### src/rtl/main_mem_arbiter.sv
// Two-client (I-cache / D-cache) arbiter in front of a single main-memory port.
// Round-robin on ties; each grant lasts at least two cycles and ends in a one-cycle DONE handshake.
//   state   | meaning
//   IDLE    | no grant; requests sampled at each posedge
//   GRANT_I | I-cache owns memory (block read)
//   GRANT_D | D-cache owns memory (read, or write-back when DC_WRITE)
//   DONE    | owner's busywait released for one cycle; next decision at its end
module main_mem_arbiter (
  input  logic         CLK,
  input  logic         RESET,
  input  logic         IC_READ,
  input  logic [27:0]  IC_ADDRESS,
  output logic [127:0] IC_READDATA,
  output logic         IC_BUSYWAIT,
  input  logic         DC_READ,
  input  logic         DC_WRITE,
  input  logic [27:0]  DC_ADDRESS,
  input  logic [127:0] DC_WRITEDATA,
  output logic [127:0] DC_READDATA,
  output logic         DC_BUSYWAIT,
  output logic         MEM_READ,
  output logic         MEM_WRITE,
  output logic [27:0]  MEM_ADDRESS,
  output logic [127:0] MEM_WRITEDATA,
  input  logic [127:0] MEM_READDATA,
  input  logic         MEM_BUSYWAIT
);

  typedef enum logic [1:0] {IDLE, GRANT_I, GRANT_D, DONE} state_t;

  state_t       state, state_nxt;
  logic         owner, owner_nxt;
  logic         last_grant, last_grant_nxt;
  logic         started;
  logic [27:0]  addr_q;
  logic [127:0] wdata_q;
  logic         ic_pend, dc_pend, in_grant, complete;

  always_comb begin
    ic_pend        = IC_READ;
    dc_pend        = DC_READ | DC_WRITE;
    in_grant       = (state == GRANT_I) || (state == GRANT_D);
    complete       = in_grant && started && !MEM_BUSYWAIT;
    state_nxt      = state;
    owner_nxt      = owner;
    last_grant_nxt = last_grant;
    MEM_READ       = 1'b0;
    MEM_WRITE      = 1'b0;
    MEM_ADDRESS    = addr_q;
    MEM_WRITEDATA  = wdata_q;
    case (state)
      IDLE, DONE: begin
        state_nxt = IDLE;
        // on a tie the side that did not win last time is served
        if (ic_pend && (!dc_pend || last_grant)) begin
          state_nxt      = GRANT_I;
          owner_nxt      = 1'b0;
          last_grant_nxt = 1'b0;
        end else if (dc_pend) begin
          state_nxt      = GRANT_D;
          owner_nxt      = 1'b1;
          last_grant_nxt = 1'b1;
        end
      end
      GRANT_I: begin
        MEM_READ    = 1'b1;
        MEM_ADDRESS = IC_ADDRESS;
        if (complete) state_nxt = DONE;
      end
      GRANT_D: begin
        MEM_ADDRESS   = DC_ADDRESS;
        MEM_WRITEDATA = DC_WRITEDATA;
        MEM_WRITE     = DC_WRITE;
        MEM_READ      = !DC_WRITE;
        if (complete) state_nxt = DONE;
      end
      default: state_nxt = IDLE;
    endcase
  end

  assign IC_BUSYWAIT = !RESET && ic_pend && !((state == DONE) && !owner);
  assign DC_BUSYWAIT = !RESET && dc_pend && !((state == DONE) && owner);

  always_ff @(posedge CLK) begin
    if (RESET) begin
      state       <= IDLE;
      owner       <= 1'b0;
      last_grant  <= 1'b0;
      started     <= 1'b0;
      addr_q      <= '0;
      wdata_q     <= '0;
      IC_READDATA <= '0;
      DC_READDATA <= '0;
    end else begin
      state      <= state_nxt;
      owner      <= owner_nxt;
      last_grant <= last_grant_nxt;
      // memory busywait is only meaningful from the second grant cycle on
      started    <= in_grant && (state_nxt == state);
      if (in_grant) begin
        addr_q  <= MEM_ADDRESS;
        wdata_q <= MEM_WRITEDATA;
      end
      if (complete && MEM_READ) begin
        if (owner) DC_READDATA <= MEM_READDATA;
        else       IC_READDATA <= MEM_READDATA;
      end
    end
  end

endmodule

### config.mk
export PLATFORM = sky130hd
export DESIGN_NAME = main_mem_arbiter
export DESIGN_NICKNAME = d
export VERILOG_FILES = /design/src/rtl/main_mem_arbiter.sv
export SDC_FILE = /design/constraint.sdc
export NUM_CORES = 1
export LEC_CHECK = 0
export ABC_AREA = 1
export BUFFER_PORTS_ARGS = -buffer_cell sky130_fd_sc_hd__buf_4
export CORE_AREA = 3 3 286 288
export DETAILED_ROUTE_END_ITERATION = 6
export DIE_AREA = 0 0 289 291
export PLACE_DENSITY = 0.45
export SYNTH_ARGS = -nofsm -noshare
export SYNTH_HDL_FRONTEND = slang
export SYNTH_SLANG_ARGS = --single-unit
export TNS_END_PERCENT = 50
### constraint.sdc
create_clock -name CLK -period 1.7 [get_ports CLK]
set_input_delay 0.17 -clock CLK [delete_from_list [all_inputs] [get_ports CLK]]
set_output_delay 0.17 -clock CLK [all_outputs]
set_load 0.03 [all_outputs]
==> results_dict.tcl, run 1 <==
set metrics [dict create \
    status "finished, violations left" \
    violations "setup timing" \
    synth_area_leaders "dfxtp_1 (48%), a21oi_1 (12%), inv_1 (11%)" \
    min_period_over_period 1.31 \
    num_rows 103 \
    syn_area_per_cell_um2 7.48 \
    fillCellCount 7954 \
    grt_pass1_wl_mm 108 \
    routed_wl_mm 77.5 \
    detail-route-antenna-nets 0 \
    cp-start-kind "flip-flop" \
    multiInputGateArea_um2 7800 \
    cts-buffers-inserted 51 \
    min_path_cells 6 \
    ys_seq_area_frac 0.482 \
    dp_hpwl_mm 49.9 \
    layout_commonest_cell "buf_4" \
    worst_ep_required_time_ns 2.21 \
    layoutNonFillerInstCount 4551 \
    grt_max_degree 108 \
    die_y_um 291 \
    ir_drop_mv 0.849 \
    grt_usage 0.161 \
    setup_ws_ns -0.527 \
    dr.pass1.iters 4 \
    wl_per_cell_um 17.0 \
    min_period_ns 2.23 \
    synth_cells 2309 \
    ys_ff_latch 416 \
    ys_warn_count 0 \
    grt.overflow.total 0 \
    path_clk_slew_ns 0.06 \
    hp-class "primary input to flip-flop" \
    die_x_um 289 \
    rsz0062_at_grt "true" \
    port_buffers 733 \
    register_area_um2 8330 \
    cts_tree "built" \
    worstRegToRegCells 13 \
    wl_met3_mm 6.22 \
    clock_latency_ns 0.60 \
    worst_slew_pin_slew_ns 0.746 \
    area_growth_pct 94.5 \
    drc 0 \
    io_pins 734 \
    layout-drive-gt1-share 0.398 \
    antenna_found_initial 3 \
    routed_via_density 4.22 \
    syn_area_um2 17300 \
    r2r_setup_slack_ns -0.53 \
    relSlewSlack 0.503 \
    maxSlewViolCount 0 \
    yosysUniqueCellTypes 23 \
    dieArea_um2 84100 \
    endpoint_kind "flip-flop" \
    core_area_um2 79100 \
    hold_viol 0 \
    yosysTopAreaCell "dfxtp_1" \
    fmax_mhz 449 \
    path_max_fanout 7 \
    setup_tns_ns -110.21 \
    rr_startpoint "state[0]" \
    place_inst 4066 \
    path_class "flip-flop to flip-flop" \
    holdPathEnd "wdata_q[19]" \
    synth_fp_nets 2630 \
    hold_ws_ns 0.0183 \
    yosys.area.top_type_share 0.482 \
    grt_pass1_vias 18427 \
    power_density_nw_per_um2 1230 \
    met1Wirelength_mm 30.7 \
    h-tree-depth 2 \
    regToRegEndpoint "addr_q[22]" \
    vias 19189 \
    cts.sinks 416 \
    cp.arrival_ns 2.74 \
    pre_cts_ws_ns -0.212 \
    drtIter0Drc 670 \
    skew_ns 0.0172 \
    initial_core_util 0.218 \
    drv_cap 0 \
    route.met2.wl_mm 37.4 \
    final_nets 3777 \
    clock_path_buffers 3 \
    cts-root-buf "clkbuf_16" \
    gp_congestion 0.801 \
    min_from "DC_WRITEDATA[19]" \
    finalSetupViolations 425 \
    p_leak_nw 15.0 \
    top_layer "met5" \
    final_cell_mix "buf_4 (728), inv_1 (518), dfxtp_1 (414)" \
]
## cells in the mapped netlist, drive strengths merged
cell	instances
o21ai	514
ha	3
a21oi	417
nor2	2
a211oi	1
buf	91
and3	1
dfxtp	416
a22o	28
nand3	6
nand2	226
inv	524
clkbuf	80
## repair_timing
action / in CTS / in global routing
buffers inserted: 38 / 31
gates resized for setup: 220 / 410
hold buffers: 270 / 1
endpoints found under the hold margin: 391 / 1
setup endpoints to repair: 366 / 505
cloned: 15 / 33
pin swaps: 23 / 69
## through the flow
stage | power, mW | utilization | cell area [um^2]
floorplan | 18.6 | - | 17700
global placement | 23.5 | 0.313 | 24800
detailed placement | 23.5 | 0.313 | 24800
CTS | 38.4 | 0.391 | 30900
global route | 43.3 | 0.425 | 33600
finish | 41.2 | 0.425 | 33600
## cell families (layout without fill, tap and decap cells)
logic type,after synthesis,in the layout,synth area share
AOI/OAI and AO/OA,960,960,0.284
adders and majority gates,3,3,0.00217
and+or+nand+nor,235,236,0.0540
other,0,2,0
DFF,416,416,0.482
buffers and inverters,695,1884,0.177
## per-layer routing
metal  global-route usage  up-vias
met4               0.0680        2
li1                     -     9707
met3               0.0520      144
met5                    0        -
met1                0.186     8732
met2                0.272      604
## layout make-up
cell class                 instances  area share
tap                             1050      0.0391
inverter                         524      0.0588
sequential                       416       0.248
antenna                            2    0.000149
clock buffer                      69      0.0433
timing repair buffer            1264       0.367
multi-input combinational       1199       0.232
clock inverter                    27      0.0117
## worst max path at each step
stage               startpoint                 to  cells past startpoint
floorplan             state[0]        wdata_q[13]                      7
global placement      state[0]     IC_READDATA[8]                     10
detailed placement    state[0]    IC_READDATA[71]                     10
CTS                   state[0]  MEM_WRITEDATA[49]                      8
global route          state[0]  MEM_WRITEDATA[86]                      7
finish                state[0]         addr_q[22]                     13
## sequential cells by signal, indices dropped and copies added, names as in the netlist
name and count:
DC_READDATA 128, IC_READDATA 128, wdata_q 128, addr_q 28, state 2, last_grant 1, started 1
## worst max-delay path, cell delays in order (launching register included)
cell	delay, ns
dfxtp_2	0.34
buf_4	0.15
ha_4	0.27
buf_16	0.17
a22o_1	0.17
nand2_2	0.07
buf_4	0.14
buf_4	0.12
buf_4	0.12
buf_4	0.12
buf_4	0.12
buf_4	0.12
buf_4	0.12
a21oi_1	0.10
## where the power goes
part           internal [mW]  switching [mW]  total (mW)
Combinational           8.29            9.92        18.2
Sequential              10.8           0.277        11.1
Clock                   7.25            4.64        11.9
Note: power is estimated with default switching activity, not from simulation.
==> run 2: changes to the inputs <==
- ABC_AREA: 1 -> not set
- CORE_AREA: 3 3 286 288 -> 3 3 283 285
- DIE_AREA: 0 0 289 291 -> 0 0 286 288
- PLACE_DENSITY: 0.45 -> 0.47
==> results_dict.tcl, run 2 <==
set metrics [dict create \
    antenna_found_initial 3 \
    layout_commonest_cell "buf_4" \
    cp_slowest_stage_delay_ns 0.36 \
    wl_per_cell_um 18.4 \
    worst_ep_required_time_ns 1.53 \
    die_x_um 286 \
    synth_edf_count 0 \
    setup_ws_ns -0.554 \
    ys_seq_area_frac 0.465 \
    cts.sinks 416 \
    ys_warn_count 0 \
    async_flop_share 0 \
    cts-root-buf "clkbuf_16" \
    clockPowerShare 0.239 \
    yosysTopAreaCell "dfxtp_1" \
    power_density_nw_per_um2 1380 \
    h-tree-depth 2 \
    critPathBufInv 5 \
    num_rows 102 \
    clock_path_buffers 3 \
    synth_area_leaders "dfxtp_1 (47%), mux2i_1 (14%), nand2b_1 (13%)" \
    cp-start-kind "flip-flop" \
    power_frac_seq 0.259 \
    critPathSlowestCell "mux2_2" \
    io_pins 734 \
    final_nets 3194 \
    final_cell_area_um2 31600 \
    cp.arrival_ns 2.08 \
    grt_pass1_vias 17747 \
    p_leak_nw 13.8 \
    dieArea_um2 82400 \
    routed_wl_mm 72.9 \
    cp_cell_sequence "inv_2, ha_4, buf_12, buf_16, clkbuf_16, mux2_2, buf_6" \
    min_path_cells 3 \
    crit_family "buffers and inverters" \
    cts_tree "built" \
    syn_area_per_cell_um2 9.63 \
    setup_tns_ns -158.07 \
    swShare 0.376 \
    p_switching_mw 16.4 \
    relSlewSlack 0.674 \
    p_total_mw 43.8 \
    final_util 0.407 \
    intPower_mw 27.3 \
    dp_hpwl_mm 51.7 \
    r2r_setup_slack_ns -0.43 \
    maxSlewViolCount 0 \
    endpoint_kind "output pin" \
    die_y_um 288 \
    placed_area_um2 25300 \
    detail-route-antenna-nets 0 \
    hp-class "primary input to flip-flop" \
    synth_fp_nets 2181 \
    min_period_over_period 1.33 \
    vias 16722 \
    rr_startpoint "state[0]" \
    regToRegEndpoint "DC_READDATA[17]" \
    yosysUniqueCellTypes 31 \
    clock_latency_ns 0.57 \
    core_area_um2 77600 \
    gp_congestion 0.828 \
    path_clk_slew_ns 0.06 \
    yosys.area.top_type_share 0.465 \
    ys_ff_latch 416 \
    worstRegToRegCells 11 \
    synth_cells 1860 \
    violations "setup timing" \
    min_period_ns 2.25 \
    port_buffers 733 \
    layoutNonFillerInstCount 3951 \
    skew_ns 0.0155 \
    reg_top3 "DC_READDATA (128), IC_READDATA (128), wdata_q (128)" \
    syn_area_um2 17900 \
    dr.pass1.iters 5 \
    min_from "MEM_READDATA[83]" \
    hold_viol 0 \
    synth_commonest_cells "dfxtp_1 (416), nand2b_1 (384), nand2_1 (285), mux2i_1 (256)" \
    drv_cap 0 \
    ir_drop_mv 1.10 \
    routed_via_density 4.23 \
    status "finished, violations left" \
    final_cell_mix "buf_4 (627), dfxtp_1 (414), nand2b_1 (384)" \
    path_max_fanout 9 \
    drc 0 \
    holdPathEnd "IC_READDATA[83]" \
    place_inst 3566 \
    path_class "flip-flop to output pin" \
    grt_usage 0.164 \
    layout-drive-gt1-share 0.400 \
    finalSetupViolations 416 \
    grt.overflow.total 0 \
    initial_core_util 0.231 \
    drtIter0Drc 608 \
    grt_max_degree 99 \
    yosysMostFrequentCell "dfxtp_1" \
    grt_pass1_wl_mm 106 \
    rsz0062_at_grt "true" \
    cts-buffers-inserted 50 \
    fmax_mhz 444 \
    p_comb_frac 0.502 \
    worst_slew_pin_slew_ns 0.489 \
    area_growth_pct 76.6 \
    ys.flop_type "dfxtp_1" \
]
## run 2: changes by cell type in the layout (fill, tap and decap cells not counted), moves of 98 or more
cell      previous run  this run
nand2b_1             0       384
a21oi_1            413       124
o21ai_4             98         0
o21ai_1            261         1
mux2_4               0       116
nand2_1            104       280
inv_1              518         1
buf_4              728       627
mux2i_1              0       251
## run 2: repair_timing
action,CTS,global route
setup endpoints to repair,359,435
gates cloned,10,14
resized for setup,271,101
endpoints found under the hold margin,354,0
pin swaps,6,13
hold buffers,237,0
setup buffers,27,9
## run 2: final cells by class
cell class              instances  area (um^2)
well taps                    1040         1300
flip-flops and latches        416         8330
inverters                       3         13.8
fillers                      7638        46000
multi-input cells            1292         9690
clock buffers                  78         1500
clock inverters                11         96.3
diodes                          1         2.50
repair buffers               1110        10700
## run 2: worst max path at each step
| stage | from | end | depth (start not counted) |
|---|---|---|---|
| finish | state[0] | MEM_WRITEDATA[1] | 7 |
| CTS | state[0] | MEM_WRITEDATA[125] | 7 |
| floorplan | state[1] | addr_q[16] | 7 |
| global route | state[0] | MEM_WRITEDATA[45] | 7 |
| detailed placement | state[0] | IC_READDATA[55] | 7 |
| global placement | state[0] | MEM_WRITEDATA[51] | 6 |
## run 2: cells by family after synthesis
kind of cell / share of synthesized area
DFF: 0.465
adders and majority gates: 0.00210
AOI/OAI and AO/OA: 0.0611
buffers and inverters: 0.0404
and+or+nand+nor: 0.208
muxes: 0.224
## run 2: through the flow
| step | setup WS [ns] | hold slack, ns |
|---|---|---|
| CTS | -0.638 | 0.0000187 |
| global route | -0.645 | 0.0234 |
| floorplan | -0.149 | 0.333 |
| finish | -0.554 | 0.0363 |
| detailed placement | -0.0618 | 0.446 |
| global placement | -0.0184 | 0.438 |
## run 2: metal layers
metal	track usage	vias up	share of wire
met5	0	-	0.00032
li1	-	8199	-
met2	0.296	572	0.50
met1	0.175	7813	0.37
met3	0.0571	134	0.088
met4	0.0601	4	0.035
## run 2: power groups by stage
stage               clock (mW)  combinational, mW  sequential, mW
detailed placement           0               17.3            11.5
finish                    10.4               22.0            11.3
CTS                       10.9               21.2            11.3
global placement             0               17.2            11.5
global route              11.2               23.2            11.4
floorplan                    0               10.7            11.6
## run 2: worst min-delay path, cell delays in order
cell and delay (ns):
buf_4 0.08, nand2b_1 0.15, mux2i_1 0.17
